File: src/rtl/alu_sequencer.sv
// Command sequencer that drives an external combinational ALU. It iterates shifts
// one bit per cycle, keeps an accumulator for chaining, and holds each result until it is consumed.
module alu_sequencer #(
  parameter int WIDTH = 32
) (
  input  logic             clk,
  input  logic             rst,
  input  logic             cmd_valid,
  output logic             cmd_ready,
  input  logic [3:0]       cmd_op,
  input  logic [WIDTH-1:0] cmd_a,
  input  logic [WIDTH-1:0] cmd_b,
  input  logic [4:0]       cmd_cnt,
  input  logic             cmd_acc,
  output logic [WIDTH-1:0] alu_a,
  output logic [WIDTH-1:0] alu_b,
  output logic [3:0]       alu_op,
  input  logic [WIDTH-1:0] alu_out,
  output logic             rsp_valid,
  input  logic             rsp_ready,
  output logic [WIDTH-1:0] rsp_data,
  output logic             rsp_zero
);

  typedef enum logic [1:0] {
    ST_IDLE = 2'd0,
    ST_EXEC = 2'd1,
    ST_RESP = 2'd2
  } state_t;

  localparam logic [3:0] OP_SHL  = 4'b0101;
  localparam logic [3:0] OP_SHR  = 4'b0110;
  localparam logic [3:0] OP_NONE = 4'b1111;

  function automatic logic is_shift(input logic [3:0] op);
    return (op == OP_SHL) || (op == OP_SHR);
  endfunction

  state_t           state_r;
  state_t           state_s;
  logic [WIDTH-1:0] work_r;
  logic [WIDTH-1:0] b_r;
  logic [WIDTH-1:0] acc_r;
  logic [3:0]       op_r;
  logic [4:0]       cnt_r;
  logic             accept_s;

  // Command handshake: only the idle state accepts.
  always_comb begin
    accept_s = cmd_valid && (state_r == ST_IDLE);
  end

  // Next-state decode; a shift leaves EXEC on the edge that consumes its last bit.
  always_comb begin
    state_s = state_r;
    case (state_r)
      ST_IDLE: begin
        if (cmd_valid) begin
          if (is_shift(cmd_op) && (cmd_cnt == 5'd0)) begin
            state_s = ST_RESP;
          end else begin
            state_s = ST_EXEC;
          end
        end else begin
          state_s = ST_IDLE;
        end
      end
      ST_EXEC: begin
        if (is_shift(op_r) && (cnt_r > 5'd1)) begin
          state_s = ST_EXEC;
        end else begin
          state_s = ST_RESP;
        end
      end
      ST_RESP: begin
        if (rsp_ready) begin
          state_s = ST_IDLE;
        end else begin
          state_s = ST_RESP;
        end
      end
      default: begin
        state_s = ST_IDLE;
      end
    endcase
  end

  // State register with synchronous reset.
  always_ff @(posedge clk) begin
    if (rst) begin
      state_r <= ST_IDLE;
    end else begin
      state_r <= state_s;
    end
  end

  // Datapath registers: command latch, iterative work value, accumulator.
  always_ff @(posedge clk) begin
    if (rst) begin
      work_r <= {WIDTH{1'b0}};
      b_r    <= {WIDTH{1'b0}};
      acc_r  <= {WIDTH{1'b0}};
      op_r   <= OP_NONE;
      cnt_r  <= 5'd0;
    end else begin
      case (state_r)
        ST_IDLE: begin
          if (accept_s) begin
            op_r   <= cmd_op;
            b_r    <= cmd_b;
            cnt_r  <= cmd_cnt;
            work_r <= cmd_acc ? acc_r : cmd_a;
          end
        end
        ST_EXEC: begin
          work_r <= alu_out;
          if (is_shift(op_r)) begin
            cnt_r <= cnt_r - 5'd1;
          end
        end
        ST_RESP: begin
          if (rsp_ready) begin
            acc_r <= work_r;
          end
        end
        default: begin
          work_r <= work_r;
        end
      endcase
    end
  end

  // Output decode from registered state; the ALU sees a neutral opcode when not executing.
  always_comb begin
    cmd_ready = 1'b0;
    rsp_valid = 1'b0;
    rsp_data  = {WIDTH{1'b0}};
    alu_a     = {WIDTH{1'b0}};
    alu_b     = {WIDTH{1'b0}};
    alu_op    = OP_NONE;
    case (state_r)
      ST_IDLE: begin
        cmd_ready = 1'b1;
      end
      ST_EXEC: begin
        alu_a  = work_r;
        alu_b  = b_r;
        alu_op = op_r;
      end
      ST_RESP: begin
        rsp_valid = 1'b1;
        rsp_data  = work_r;
      end
      default: begin
        cmd_ready = 1'b0;
      end
    endcase
    rsp_zero = (rsp_data == {WIDTH{1'b0}});
  end

endmodule
File: config.mk
export PLATFORM = sky130hd
export DESIGN_NAME = alu_sequencer
export DESIGN_NICKNAME = d
export VERILOG_FILES = /design/src/rtl/alu_sequencer.sv
export SDC_FILE = /design/constraint.sdc
export NUM_CORES = 1
export LEC_CHECK = 0
export CAP_MARGIN = 20
export CORE_ASPECT_RATIO = 0.5
export CORE_MARGIN = 1.5
export CORE_UTILIZATION = 48
export DETAILED_ROUTE_END_ITERATION = 8
export PLACE_DENSITY = 0.94
export SKIP_CTS_REPAIR_TIMING = 1
export SLEW_MARGIN = 15
export SYNTH_ARGS = -nofsm -noshare
export SYNTH_HDL_FRONTEND = slang
export SYNTH_SLANG_ARGS = --single-unit
File: constraint.sdc
create_clock -name clk -period 2.8 [get_ports clk]
set_clock_uncertainty 0.2 [all_clocks]
set_input_delay 0.28 -clock clk [delete_from_list [all_inputs] [get_ports clk]]
set_output_delay 0.28 -clock clk [all_outputs]
set_load 0.05 [all_outputs]
== Yosys cells after proc, flatten, opt, wreduce, memory -nomap -nowiden ==
Index checks and enable logic that the tools add are counted.

* Bits in registers: 107
* Bits of input ports: 110
* Output and inout port bits: 103
* Logic and storage cells: 46

* Add/sub/neg operators: 1
* Order comparisons: 1
* Eq/ne operators: 8
* Multiplexer cells: 17
* Reductions and logical operators: 13

{| class="wikitable"
|+ Operators with widths
! kind !! count
|-
| 32-bit two-way mux || 5
|-
| 32-bit one-hot mux with 2 select lines || 1
|-
| 32-bit logical NOT || 1
|-
| 4-bit by 3-bit == test with 1-bit output, second input constant || 4
|-
| 5-bit two-way mux || 2
|-
| 5-bit one-hot mux with 2 select lines || 1
|-
| 2-bit two-way mux || 4
|-
| 2-bit one-hot mux with 3 select lines || 1
|-
| 2-bit AND reduction || 3
|-
| 5-bit by 1-bit greater-than comparator with 1-bit output, second input constant || 1
|-
| 5-bit logical NOT || 1
|-
| 5-bit by 1-bit subtractor with 5-bit output, second input constant || 1
|-
| 4-bit two-way mux || 1
|-
| 2-bit inequality test, second input constant || 2
|-
| 1-bit logical AND || 3
|-
| 3-bit AND reduction || 1
|-
| 2-bit by 1-bit == test with 1-bit output, second input constant || 1
|-
| 2-bit == test, second input constant || 1
|-
| 2-bit logical NOT || 1
|-
| 1-bit logical OR || 2
|-
| 1-bit two-way mux || 2
|-
| 2-bit nonzero test || 1
|}

== Longest topological paths before layout ==
* Depth after elaboration: 6
* Depth in mapped cells: 7
* Mapped depth without buffers: 6

== Worst setup path after synthesis ==
No wires, ideal clock.

* Kind: register to output
* From: register state_r[1]
* To: output port rsp_zero
* Arrival time: 1.911 ns
* Required time: 2.320 ns
* Path slack: 0.409 ns
* Stages on the path, launching flop included: 5
* Path buffers: 2
* Cell sequence: dfxtp_1 nor2b_1 buf_2 clkbuf_1 o21ai_0

* Longest elaborated chain between the ends: 3

{| class="wikitable"
|+ RTL lines
! item !! line !! text
|-
| start: declaration || 39 || <nowiki>state_t state_r;</nowiki>
|-
| start signal: assignment || 93 || <nowiki>state_r <= state_s;</nowiki>
|-
| 2-bit == test || 141 || <nowiki>case (state_r)</nowiki>
|-
| 32-bit two-way mux || 141 ||
|-
| 32-bit logical NOT || 158 || <nowiki>rsp_zero = (rsp_data == {WIDTH{1'b0}});</nowiki>
|-
| end: declaration || 22 || <nowiki>output logic rsp_zero</nowiki>
|}

No other way between the ends.

== Final worst setup path ==
* From: register work_r[27]
* To: output port rsp_zero

* Longest elaborated chain between the ends: 2

{| class="wikitable"
|+ RTL lines
! item !! line !! text
|-
| start: declaration || 41 || <nowiki>logic [WIDTH-1:0] work_r;</nowiki>
|-
| start signal: assignment || 100 || <nowiki>work_r <= {WIDTH{1'b0}};</nowiki>
|-
| start signal: assignment || 112 || <nowiki>work_r <= cmd_acc ? acc_r : cmd_a;</nowiki>
|-
| start signal: assignment || 116 || <nowiki>work_r <= alu_out;</nowiki>
|-
| 32-bit two-way mux || 141 ||
|-
| 32-bit logical NOT || 158 ||
|}

No other way between the ends.

==> flow_metrics.py <==
metrics = {
    "pwr": {
        "power.leakage_nw": 3.339,
        "ir_drop_uv": 479.5,
        "finalPower_mw": 3.701,
        "powerDensity_mw_per_mm2": 442.8,
    },
    "sta": {
        "tightest_slew_ps": 852.7,
        "maxSlewViolCount": 0,
        "slew_headroom_pct": 43.15,
        "fin_ws_ps": 211.1,
        "min_period_ps": 2589,
        "period_share_pct": 92.46,
        "hold_slack_ps": 251.7,
        "setup_viol": 0,
        "rsz0062_at_grt": "false",
        "tns_ps": 0,
        "hold_viol_final": 0,
        "fmax_mhz": 386.3,
    },
    "route": {
        "dr.pass1.iters": 4,
        "met1_length_um": 6547,
        "viasPerCell": 5.509,
        "wl_met3_um": 1224,
        "vias": 5696,
        "drcViolationCount": 0,
        "wl_met2_um": 8304,
        "top_layer_used": "met4",
        "ant_nets": 0,
        "avgRoutedWirePerCell_um": 16.33,
        "drt_wl_total_um": 16880,
        "dr.first_iter.drc_count": 406,
    },
    "worst_hold_path": {
        "hold_path.class": "reg2reg",
    },
    "clocking": {
        "clockRootBuffer": "clkbuf_16",
        "clkSinkCount": 107,
        "cts_tree": "yes",
        "cts_buffers": 9,
        "clk_latency_ps": 340,
        "cts_max_level": 3,
        "cts_buffer_depth": 2,
        "cts.clk_slew.worst_paths_ps": 70,
    },
    "synth": {
        "ys.flop_type": "dfxtp_1",
        "synthCells": 710,
        "synth_seq_cells": 107,
        "synth.cell_area_sq_mm": 0.005497,
        "yosysMostFrequentCell": "nand2_1",
        "yosys-top-cells-count": "205 x nand2_1, 107 x dfxtp_1, 102 x a21oi_1, 97 x and2_1",
        "yosysUniqueCellTypes": 47,
        "yosysTopAreaCell": "dfxtp_1",
        "synthTopCellsByArea": "dfxtp_1 39%, nand2_1 14%, and2_1 11%",
        "seq_area_frac_synth_pct": 38.97,
        "syn-num-nets": 822,
        "synth_edf_count": 0,
        "yosysTopAreaCellShare_pct": 38.97,
        "yosysWarnings": 0,
        "async_flop_share_pct": 0,
        "avgSynthCellArea_sq_um": 7.742,
    },
    "final_layout": {
        "antennaDiodeCount": 0,
        "multi_input_area_sq_mm": 0.002973,
        "drive_above_1_share_pct": 15.75,
        "fin_nets": 996,
        "seqCellArea_sq_mm": 0.002142,
        "layout.cells.non_filler": 1034,
        "fillers": 746,
        "syn_to_final_growth_pct": 52.08,
    },
    "global_routing": {
        "antenna_found_initial": 0,
        "grt_overflow_total": 0,
        "grt_max_degree": 79,
        "grt.total_usage_pct": 27.27,
        "grt_pass1_vias": 5560,
        "grt_first_pass_wirelength_um": 26630,
    },
    "worst_setup_path": {
        "cp_slowest_stage_delay_ps": 470,
        "cp-end-kind": "output pin",
        "cp_max_fo": 5,
        "required_ps": 2320,
        "crit_chain": "nor4_1 -> nand4_1 -> o21ai_0 -> dlymetal6s2s_1",
        "worstSetupStartpointType": "flop",
        "worstSetupPathType": "reg2out",
        "arrival_ps": 2110,
        "crit_slowest_cell": "dlymetal6s2s_1",
    },
    "run_status": {
        "status": "completed",
    },
    "floorplanning": {
        "die_h_um": 78.67,
        "ioPinCount": 213,
        "core_sq_mm": 0.01108,
        "start_util_pct": 49.60,
        "rows": 27,
        "dieArea_sq_mm": 0.01214,
        "die_x_um": 154.3,
    },
    "placed_design": {
        "dp_hpwl_um": 12160,
        "gp_congestion": 0.8710,
        "numPortBuffers": 212,
        "dp.cells": 1018,
        "place_ws_ps": 227.8,
    },
    "job": {
        "maxCapViolCount": 0,
    },
}
[critical path: cells and delay by family, from the launching register on]
| kind | cells | cell delay (ps) |
|---|---|---|
| simple gates | 2 | 650 |
| buf+inv | 1 | 470 |
| flops | 1 | 360 |
| compound gates | 1 | 300 |
[layer usage]
| metal | vias up | global-route usage (%) |
|---|---|---|
| met2 | 244 | 47.83 |
| met4 | 0 | 14.62 |
| li1 | 2718 | - |
| met1 | 2668 | 30.71 |
| met5 | - | 0 |
| met3 | 66 | 7.344 |
[sequential cells by signal, indices dropped and copies added (netlist names)]
| signal | flops |
|---|---|
| acc_r | 32 |
| b_r | 32 |
| cnt_r | 5 |
| op_r | 4 |
| state_r | 2 |
| work_r | 32 |
[final cells by class]
type                    count  share of cell area, %
multi-input cells         538                  35.56
repair buffers            223                  33.17
flip-flops and latches    107                  25.62
clock buffers              10                  2.739
well taps                 145                  2.170
clock inverters             6                 0.5089
inverters                   5                 0.2245
[power breakdown]
part	internal (mW)	switching, mW	total (mW)
sequential	1.61	0.0772	1.69
combinational	0.390	0.467	0.857
clock	0.604	0.552	1.16
[logic make-up after synthesis]
family | after synthesis | synth area share [%]
AND/OR/NAND/NOR | 347 | 30.43
AO/OA/AOI/OAI | 154 | 16.85
flip-flops | 107 | 38.97
buffers and inverters | 65 | 6.988
multiplexers | 32 | 5.828
XOR/XNOR | 3 | 0.4781
adder cells (fa/ha/maj) | 2 | 0.4552
[layout by cell type (no fill, tap or decap), types with 2 or more instances in the layout]
cell	count
nand2b_1	5
nand3_1	5
nor3_1	2
clkdlybuf4s50_1	108
clkbuf_16	9
nand4_1	4
xor2_1	2
inv_1	5
o21ai_0	4
nor2_1	7
clkinvlp_4	2
dfxtp_1	107
nor4_2	2
clkinv_2	2
nand2_1	205
and2_1	97
a21oi_1	102
mux2i_1	32
o211ai_1	32
buf_12	66
buf_4	47
a211oi_1	2
nor3b_1	2
clkinv_4	2
ha_1	2
nor4_1	9
[final timing paths]
path              slack (ps)        end       start  cells after the start
hold reg to reg          250     b_r[8]      b_r[8]                      2
setup / recovery         210   rsp_zero  work_r[27]                      4
setup reg to reg         590  acc_r[19]  state_r[1]                      6
hold / removal           250     b_r[8]      b_r[8]                      2
[through the flow]
step                cell area [sq um]  util [%]
global placement                 8085     72.97
floorplan                        5497         -
finish                           8359     75.44
CTS                              8357     75.42
global route                     8359     75.44
detailed placement               8085     72.97
Note: power is estimated with default switching activity, not from simulation.
